### config.mk
export PLATFORM = sky130hd
export DESIGN_NAME = daq_line_packer
export DESIGN_NICKNAME = d
export VERILOG_FILES = /design/src/rtl/daq_pkg.sv /design/src/rtl/daq_cmd_decode.sv /design/src/rtl/daq_line_packer.sv
export SDC_FILE = /design/constraint.sdc
export NUM_CORES = 1
export LEC_CHECK = 0
export ABC_AREA = 0
export ABC_CLOCK_PERIOD_IN_PS = 2500
export BUFFER_PORTS_ARGS = -buffer_cell sky130_fd_sc_hd__buf_4
export CORE_MARGIN = 2
export CORE_UTILIZATION = 23
export DETAILED_ROUTE_END_ITERATION = 16
export PLACE_DENSITY = 0.42
export SETUP_SLACK_MARGIN = 0.4
export SYNTH_ARGS = -nofsm -noshare
export SYNTH_HDL_FRONTEND = slang
export SYNTH_SLANG_ARGS = --single-unit
### constraint.sdc
create_clock -name bus_clk -period 2.5 [get_ports bus_clk]
set_clock_uncertainty 0.05 [all_clocks]
set_input_delay 0.5 -clock bus_clk [delete_from_list [all_inputs] [get_ports bus_clk]]
set_output_delay 0.5 -clock bus_clk [all_outputs]
set_load 0.05 [all_outputs]
### src/rtl/daq_pkg.sv
// Shared constants for the DAQ line packer: command bytes, frame layout and FSM states.
// The layout helpers are also the reference for the host-side line decoder.
package daq_pkg;

    localparam logic [7:0] CMD_START_BYTE = 8'hFF;
    localparam logic [7:0] CMD_RESET_BYTE = 8'hC0;
    localparam logic [7:0] CMD_CLOSE_BYTE = 8'hC7;

    localparam logic [7:0] HDR_MARK = 8'hF0;
    localparam logic [7:0] TRL_MARK = 8'hAA;
    localparam logic [7:0] TRL_PAD  = 8'h00;

    localparam int unsigned WORD_W              = 32;
    localparam int unsigned DEF_PAYLOAD_WORDS   = 24;
    localparam int unsigned DEF_LINES_PER_FRAME = 256;
    localparam int unsigned DEF_GAP_CYCLES      = 4;

    typedef enum logic [2:0] {
        StIdle,
        StHdr,
        StPay,
        StTrl,
        StGap
    } daq_state_e;

    function automatic logic [WORD_W-1:0] hdr_word(input logic [7:0]  frame_lo,
                                                   input logic [15:0] line);
        return {HDR_MARK, frame_lo, line};
    endfunction

    function automatic logic [WORD_W-1:0] pay_word(input logic [15:0] line,
                                                   input logic [15:0] col);
        return {line, col};
    endfunction

    function automatic logic [WORD_W-1:0] trl_word(input logic [15:0] line);
        return {TRL_MARK, TRL_PAD, line};
    endfunction

endpackage

### src/rtl/daq_cmd_decode.sv
// Change-detecting decoder for the level-held DAQ command byte.
// Each command pulses for exactly one cycle when the byte changes to its value.
module daq_cmd_decode
    import daq_pkg::*;
#(
    parameter logic [7:0] CMD_START = CMD_START_BYTE,
    parameter logic [7:0] CMD_RESET = CMD_RESET_BYTE,
    parameter logic [7:0] CMD_CLOSE = CMD_CLOSE_BYTE
) (
    input  logic       bus_clk,
    input  logic       reset_n,
    input  logic [7:0] cfg_byte,
    output logic       start_fire,
    output logic       reset_fire,
    output logic       close_fire
);

    logic [7:0] cfg_prev_q;
    logic       cfg_changed;

    always_ff @(posedge bus_clk or negedge reset_n) begin
        if (!reset_n) begin
            cfg_prev_q <= 8'h00;
        end else begin
            cfg_prev_q <= cfg_byte;
        end
    end

    // Rewriting the same value leaves cfg_changed low, so it never re-fires.
    assign cfg_changed = (cfg_byte != cfg_prev_q);

    always_comb begin
        start_fire = cfg_changed && (cfg_byte == CMD_START);
        reset_fire = cfg_changed && (cfg_byte == CMD_RESET);
        close_fire = cfg_changed && (cfg_byte == CMD_CLOSE);
    end

endmodule

### src/rtl/daq_line_packer.sv
// Framed line generator feeding the 32-bit read FIFO: header, payload words, trailer, gap.
// Paces on fifo_full so every accepted word is written exactly once.
module daq_line_packer
    import daq_pkg::*;
#(
    parameter int unsigned PAYLOAD_WORDS   = DEF_PAYLOAD_WORDS,
    parameter int unsigned LINES_PER_FRAME = DEF_LINES_PER_FRAME,
    parameter int unsigned GAP_CYCLES      = DEF_GAP_CYCLES,
    parameter logic [7:0]  CMD_START       = CMD_START_BYTE,
    parameter logic [7:0]  CMD_RESET       = CMD_RESET_BYTE,
    parameter logic [7:0]  CMD_CLOSE       = CMD_CLOSE_BYTE
) (
    input  logic        bus_clk,
    input  logic        reset_n,
    input  logic [7:0]  cfg_byte,
    input  logic        stream_open,
    input  logic        fifo_full,
    output logic [31:0] fifo_din,
    output logic        fifo_wren,
    output logic        daq_active,
    output logic [15:0] frame_cnt,
    output logic [15:0] line_cnt
);

    localparam logic [15:0] LastCol  = 16'(PAYLOAD_WORDS - 1);
    localparam logic [15:0] LastLine = 16'(LINES_PER_FRAME - 1);
    // Only meaningful when GAP_CYCLES > 0; the GAP state is unreachable otherwise.
    localparam logic [31:0] LastGap  = 32'(GAP_CYCLES) - 32'd1;

    daq_state_e  state_q, state_d;
    logic [15:0] col_q, col_d;
    logic [15:0] line_q, line_d;
    logic [15:0] frame_q, frame_d;
    logic [31:0] gap_q, gap_d;
    logic        close_pend_q, close_pend_d;

    logic start_fire;
    logic reset_fire;
    logic close_fire;
    logic abort;
    logic in_line;
    logic accept;
    logic close_now;

    daq_cmd_decode #(
        .CMD_START (CMD_START),
        .CMD_RESET (CMD_RESET),
        .CMD_CLOSE (CMD_CLOSE)
    ) u_cmd_decode (
        .bus_clk    (bus_clk),
        .reset_n    (reset_n),
        .cfg_byte   (cfg_byte),
        .start_fire (start_fire),
        .reset_fire (reset_fire),
        .close_fire (close_fire)
    );

    assign abort     = reset_fire || !stream_open;
    assign in_line   = (state_q == StHdr) || (state_q == StPay) || (state_q == StTrl);
    assign accept    = in_line && !fifo_full && !abort;
    // A close arriving in the very cycle the line ends still stops at that line.
    assign close_now = close_pend_q || close_fire;

    always_comb begin
        state_d      = state_q;
        col_d        = col_q;
        line_d       = line_q;
        frame_d      = frame_q;
        gap_d        = gap_q;
        close_pend_d = close_pend_q;

        if (close_fire && (state_q != StIdle)) begin
            close_pend_d = 1'b1;
        end

        case (state_q)
            StIdle: begin
                if (start_fire) begin
                    state_d = StHdr;
                end
            end
            StHdr: begin
                if (accept) begin
                    state_d = StPay;
                    col_d   = 16'd0;
                end
            end
            StPay: begin
                if (accept) begin
                    col_d = col_q + 16'd1;
                    if (col_q == LastCol) begin
                        state_d = StTrl;
                    end
                end
            end
            StTrl: begin
                if (accept) begin
                    if (line_q == LastLine) begin
                        line_d  = 16'd0;
                        frame_d = frame_q + 16'd1;
                    end else begin
                        line_d = line_q + 16'd1;
                    end
                    gap_d = 32'd0;
                    if (close_now) begin
                        state_d      = StIdle;
                        close_pend_d = 1'b0;
                    end else if (GAP_CYCLES == 0) begin
                        state_d = StHdr;
                    end else begin
                        state_d = StGap;
                    end
                end
            end
            StGap: begin
                if (close_now) begin
                    state_d      = StIdle;
                    close_pend_d = 1'b0;
                end else if (gap_q == LastGap) begin
                    state_d = StHdr;
                end else begin
                    gap_d = gap_q + 32'd1;
                end
            end
            default: begin
                state_d = StIdle;
            end
        endcase

        // Abort overrides everything, including a pending close and a start in IDLE.
        if (abort) begin
            state_d      = StIdle;
            col_d        = 16'd0;
            line_d       = 16'd0;
            frame_d      = 16'd0;
            gap_d        = 32'd0;
            close_pend_d = 1'b0;
        end
    end

    always_ff @(posedge bus_clk or negedge reset_n) begin
        if (!reset_n) begin
            state_q      <= StIdle;
            col_q        <= 16'd0;
            line_q       <= 16'd0;
            frame_q      <= 16'd0;
            gap_q        <= 32'd0;
            close_pend_q <= 1'b0;
        end else begin
            state_q      <= state_d;
            col_q        <= col_d;
            line_q       <= line_d;
            frame_q      <= frame_d;
            gap_q        <= gap_d;
            close_pend_q <= close_pend_d;
        end
    end

    always_comb begin
        fifo_din = 32'd0;
        case (state_q)
            StHdr:   fifo_din = hdr_word(frame_q[7:0], line_q);
            StPay:   fifo_din = pay_word(line_q, col_q);
            StTrl:   fifo_din = trl_word(line_q);
            default: fifo_din = 32'd0;
        endcase
    end

    assign fifo_wren  = accept;
    assign daq_active = (state_q != StIdle);
    assign frame_cnt  = frame_q;
    assign line_cnt   = line_q;

endmodule

==> results_dict.tcl <==
set metrics [dict create \
    first_iter_violations 268 \
    fmax_ghz 0.427 \
    fp.coreArea_mm2 0.0226 \
    critical-path-top-delay-family "simple AND/OR/NAND/NOR gates" \
    dieArea_mm2 0.0242 \
    place_hpwl_mm 12.0 \
    final.period_utilization_pct 93.7 \
    cpPeakStageDelay_ns 0.46 \
    ir_worst_vdd_mv 0.261 \
    finalPower_mw 3.20 \
    status "finished, final reports clean" \
    drt_pass1_iterations 4 \
    start_util_pct 23.4 \
    clkTransAtPathRegs_ns 0.07 \
    synth_edf_count 0 \
    placed_cell_area_mm2 0.00657 \
    yosysUniqueCellTypes 58 \
    synth_area_per_cell_um2 9.09 \
    power_per_cell_area_mw_per_mm2 380 \
    post-route-util_pct 37.2 \
    layout-area-overhead-vs-synth_pct 59.4 \
    power_switching_mw 0.852 \
    root_buffer "clkbuf_16" \
    io_pins 78 \
    critPathKind "reg2reg" \
    netlist_instances 580 \
    drc 0 \
    grt_pass1_wl_mm 29.3 \
    diodes 0 \
    cts_tree "done" \
    timing_hold_violations_final 0 \
    layout-drive-gt1-share_pct 47.5 \
    drv_slew 0 \
    start_kind "flop" \
    seq_area_frac_synth_pct 43.6 \
    cts.sinks 92 \
    ant_nets 0 \
    viasPerCell 5.05 \
    io_buffers 77 \
    die_y_um 155 \
    slew_headroom_pct 63.7 \
    arrival_ns 2.52 \
    synth.cell_area_mm2 0.00528 \
    p_leak_nw 3.53 \
    die_w_um 155 \
    grt_max_degree 45 \
    ys_seq_elements 92 \
    grt_pass1_vias 5116 \
    antenna_found_initial 0 \
    p_int_mw 2.34 \
    drt_wl_total_mm 19.0 \
    max_slew.worst_pin.slew_ns 0.540 \
    p_seq_share_pct 47.2 \
    combPwrFrac_pct 10.5 \
    dr_total_vias 5227 \
    synth_nets 596 \
    grt_use_total_pct 15.4 \
    critPathBufInv 3 \
    ys_warn_count 0 \
    htreeDepth 3 \
    min_period_ns 2.34 \
    wire_per_inst_um 18.4 \
    async_reset_ff_share_pct 100 \
    cts_made_buffers 9 \
    stdcell_area_mm2 0.00841 \
    cts_buffer_depth 2 \
    finalSetupViolations 0 \
    grt-ovfl-total 0 \
    gp_congestion 0.768 \
    min_path_type "in2reg" \
    clkLatencyLatePin_ns 0.35 \
    power.share.clock_pct 42.3 \
    crit_path_end_kind "flop" \
    cp_cell_sequence "nor4_1 -> nand4_1 -> or2_4 -> nand3_4 -> nor2_4 -> buf_6 -> buf_12 -> clkbuf_16 -> a21o_1 -> a22o_1" \
    rsz0062_at_grt "yes" \
    cap_viol_max_count 0 \
    synthFlopType "dfrtp_1" \
    final_nets 761 \
    num_rows 55 \
    p_sw_share_pct 26.7 \
    crit_slowest_cell "dfrtp_1" \
    critical_path.max_fanout 6 \
    critPathRequiredTime_ns 2.68 \
]
-- power groups by stage --
stage | Combinational (mW) | Clock (mW) | Sequential, mW
global placement | 0.241 | 0 | 1.54
CTS | 0.305 | 1.40 | 1.51
finish | 0.336 | 1.35 | 1.51
global route | 0.362 | 1.46 | 1.51
floorplan | 0.119 | 0 | 1.54
detailed placement | 0.244 | 0 | 1.54
-- cell usage after synthesis, drive strengths merged (14+ instances only) --
master   n  area share [%]
a22o    19             3.2
clkbuf  16             1.2
dfrtp   92              44
o21ai   25             2.4
and3    25             3.0
nand3   56             5.4
nand4   16             2.3
a21oi   29             2.8
xor2    43             7.1
nor3    14             1.4
nand2   41             3.0
nor2    76             5.5
a31oi   16             2.5
-- kinds of logic after synthesis --
family / Yosys count / synth area share [%]
adders and majority gates: 4 / 0.949
xor gates and xnor gates: 47 / 7.80
AOI/OAI and AO/OA: 121 / 15.9
and+or+nand+nor: 277 / 27.1
buffers and inverters: 31 / 3.11
muxes: 8 / 1.52
DFF: 92 / 43.6
-- cell usage in the layout (no fill, tap or decap), types with 14 or more instances in the layout --
| master | n |
|---|---|
| dfrtp_2 | 17 |
| nand4_1 | 14 |
| buf_6 | 56 |
| dfrtp_1 | 75 |
| xor2_1 | 39 |
| nor2_1 | 57 |
| and3_1 | 21 |
| buf_4 | 94 |
| buf_8 | 14 |
| nand3_1 | 36 |
| nand2_1 | 35 |
| nand3_2 | 14 |
| nor2_2 | 17 |
| a21oi_2 | 18 |
-- through the flow --
stage               TNS, ns  setup slack, ns  cells  hold WS [ns]
finish                    0            0.158   1035         0.236
CTS                       0            0.152   1020         0.218
global placement          0           0.0568    960         0.374
detailed placement  -0.0354          -0.0322    960         0.380
global route              0           0.0489   1035         0.222
floorplan                 0            0.297    580         0.154
-- sequential cells by signal, indices dropped and copies added (netlist names) --
register                 flops
line_cnt                    16
col_q                       16
state_q                      3
close_pend_q                 1
gap_q                       32
frame_cnt                   16
u_cmd_decode.cfg_prev_q      8
-- worst register-to-register path: cells and delay by family (launching register included) --
family,cells,cell delay [ns]
AND/OR/NAND/NOR,5,1.00
flip-flops,1,0.46
buffers and inverters,3,0.40
AO/OA/AOI/OAI,2,0.32
-- path summary, 6_finish.rpt --
check,to,start,cells past startpoint,slack [ns]
setup / recovery,gap_q[4],gap_q[10],10,0.16
hold / removal,u_cmd_decode.cfg_prev_q[0],cfg_byte[0],1,0.24
setup reg to reg,gap_q[4],gap_q[10],10,0.16
hold reg to reg,gap_q[31],gap_q[31],1,0.45
max in group asynchronous,line_cnt[1],reset_n,3,1.10
min in group asynchronous,frame_cnt[9],reset_n,2,0.57
-- area by class of cell --
class	instances	area [µm²]
fill	2297	14200
multi-input combinational	459	3580
inverter	5	18.8
sequential	92	2320
clock buffer	10	239
tap	285	357
timing repair buffer	178	1840
clock inverter	6	43.8
-- metal layers --
metal / share of wire (%) / GRT usage (%) / wire [µm] / vias up
met5: 0 / 0 / 0 / -
met4: 1.3 / 4.67 / 254 / 0
met3: 2.7 / 2.48 / 508 / 17
met2: 49 / 24.5 / 9260 / 87
met1: 47 / 21.4 / 9030 / 2667
li1: - / - / - / 2456
-- timing repair --
item | CTS | global route
setup buffers | 32 | 14
endpoints found under the hold margin | 14 | 0
gates cloned | 11 | 1
endpoints found under the setup margin | 92 | 109
hold buffers | 1 | 0
gates resized for setup | 131 | 106
pin swaps | 34 | 57
No activity file was read; power rests on OpenSTA's default activity.
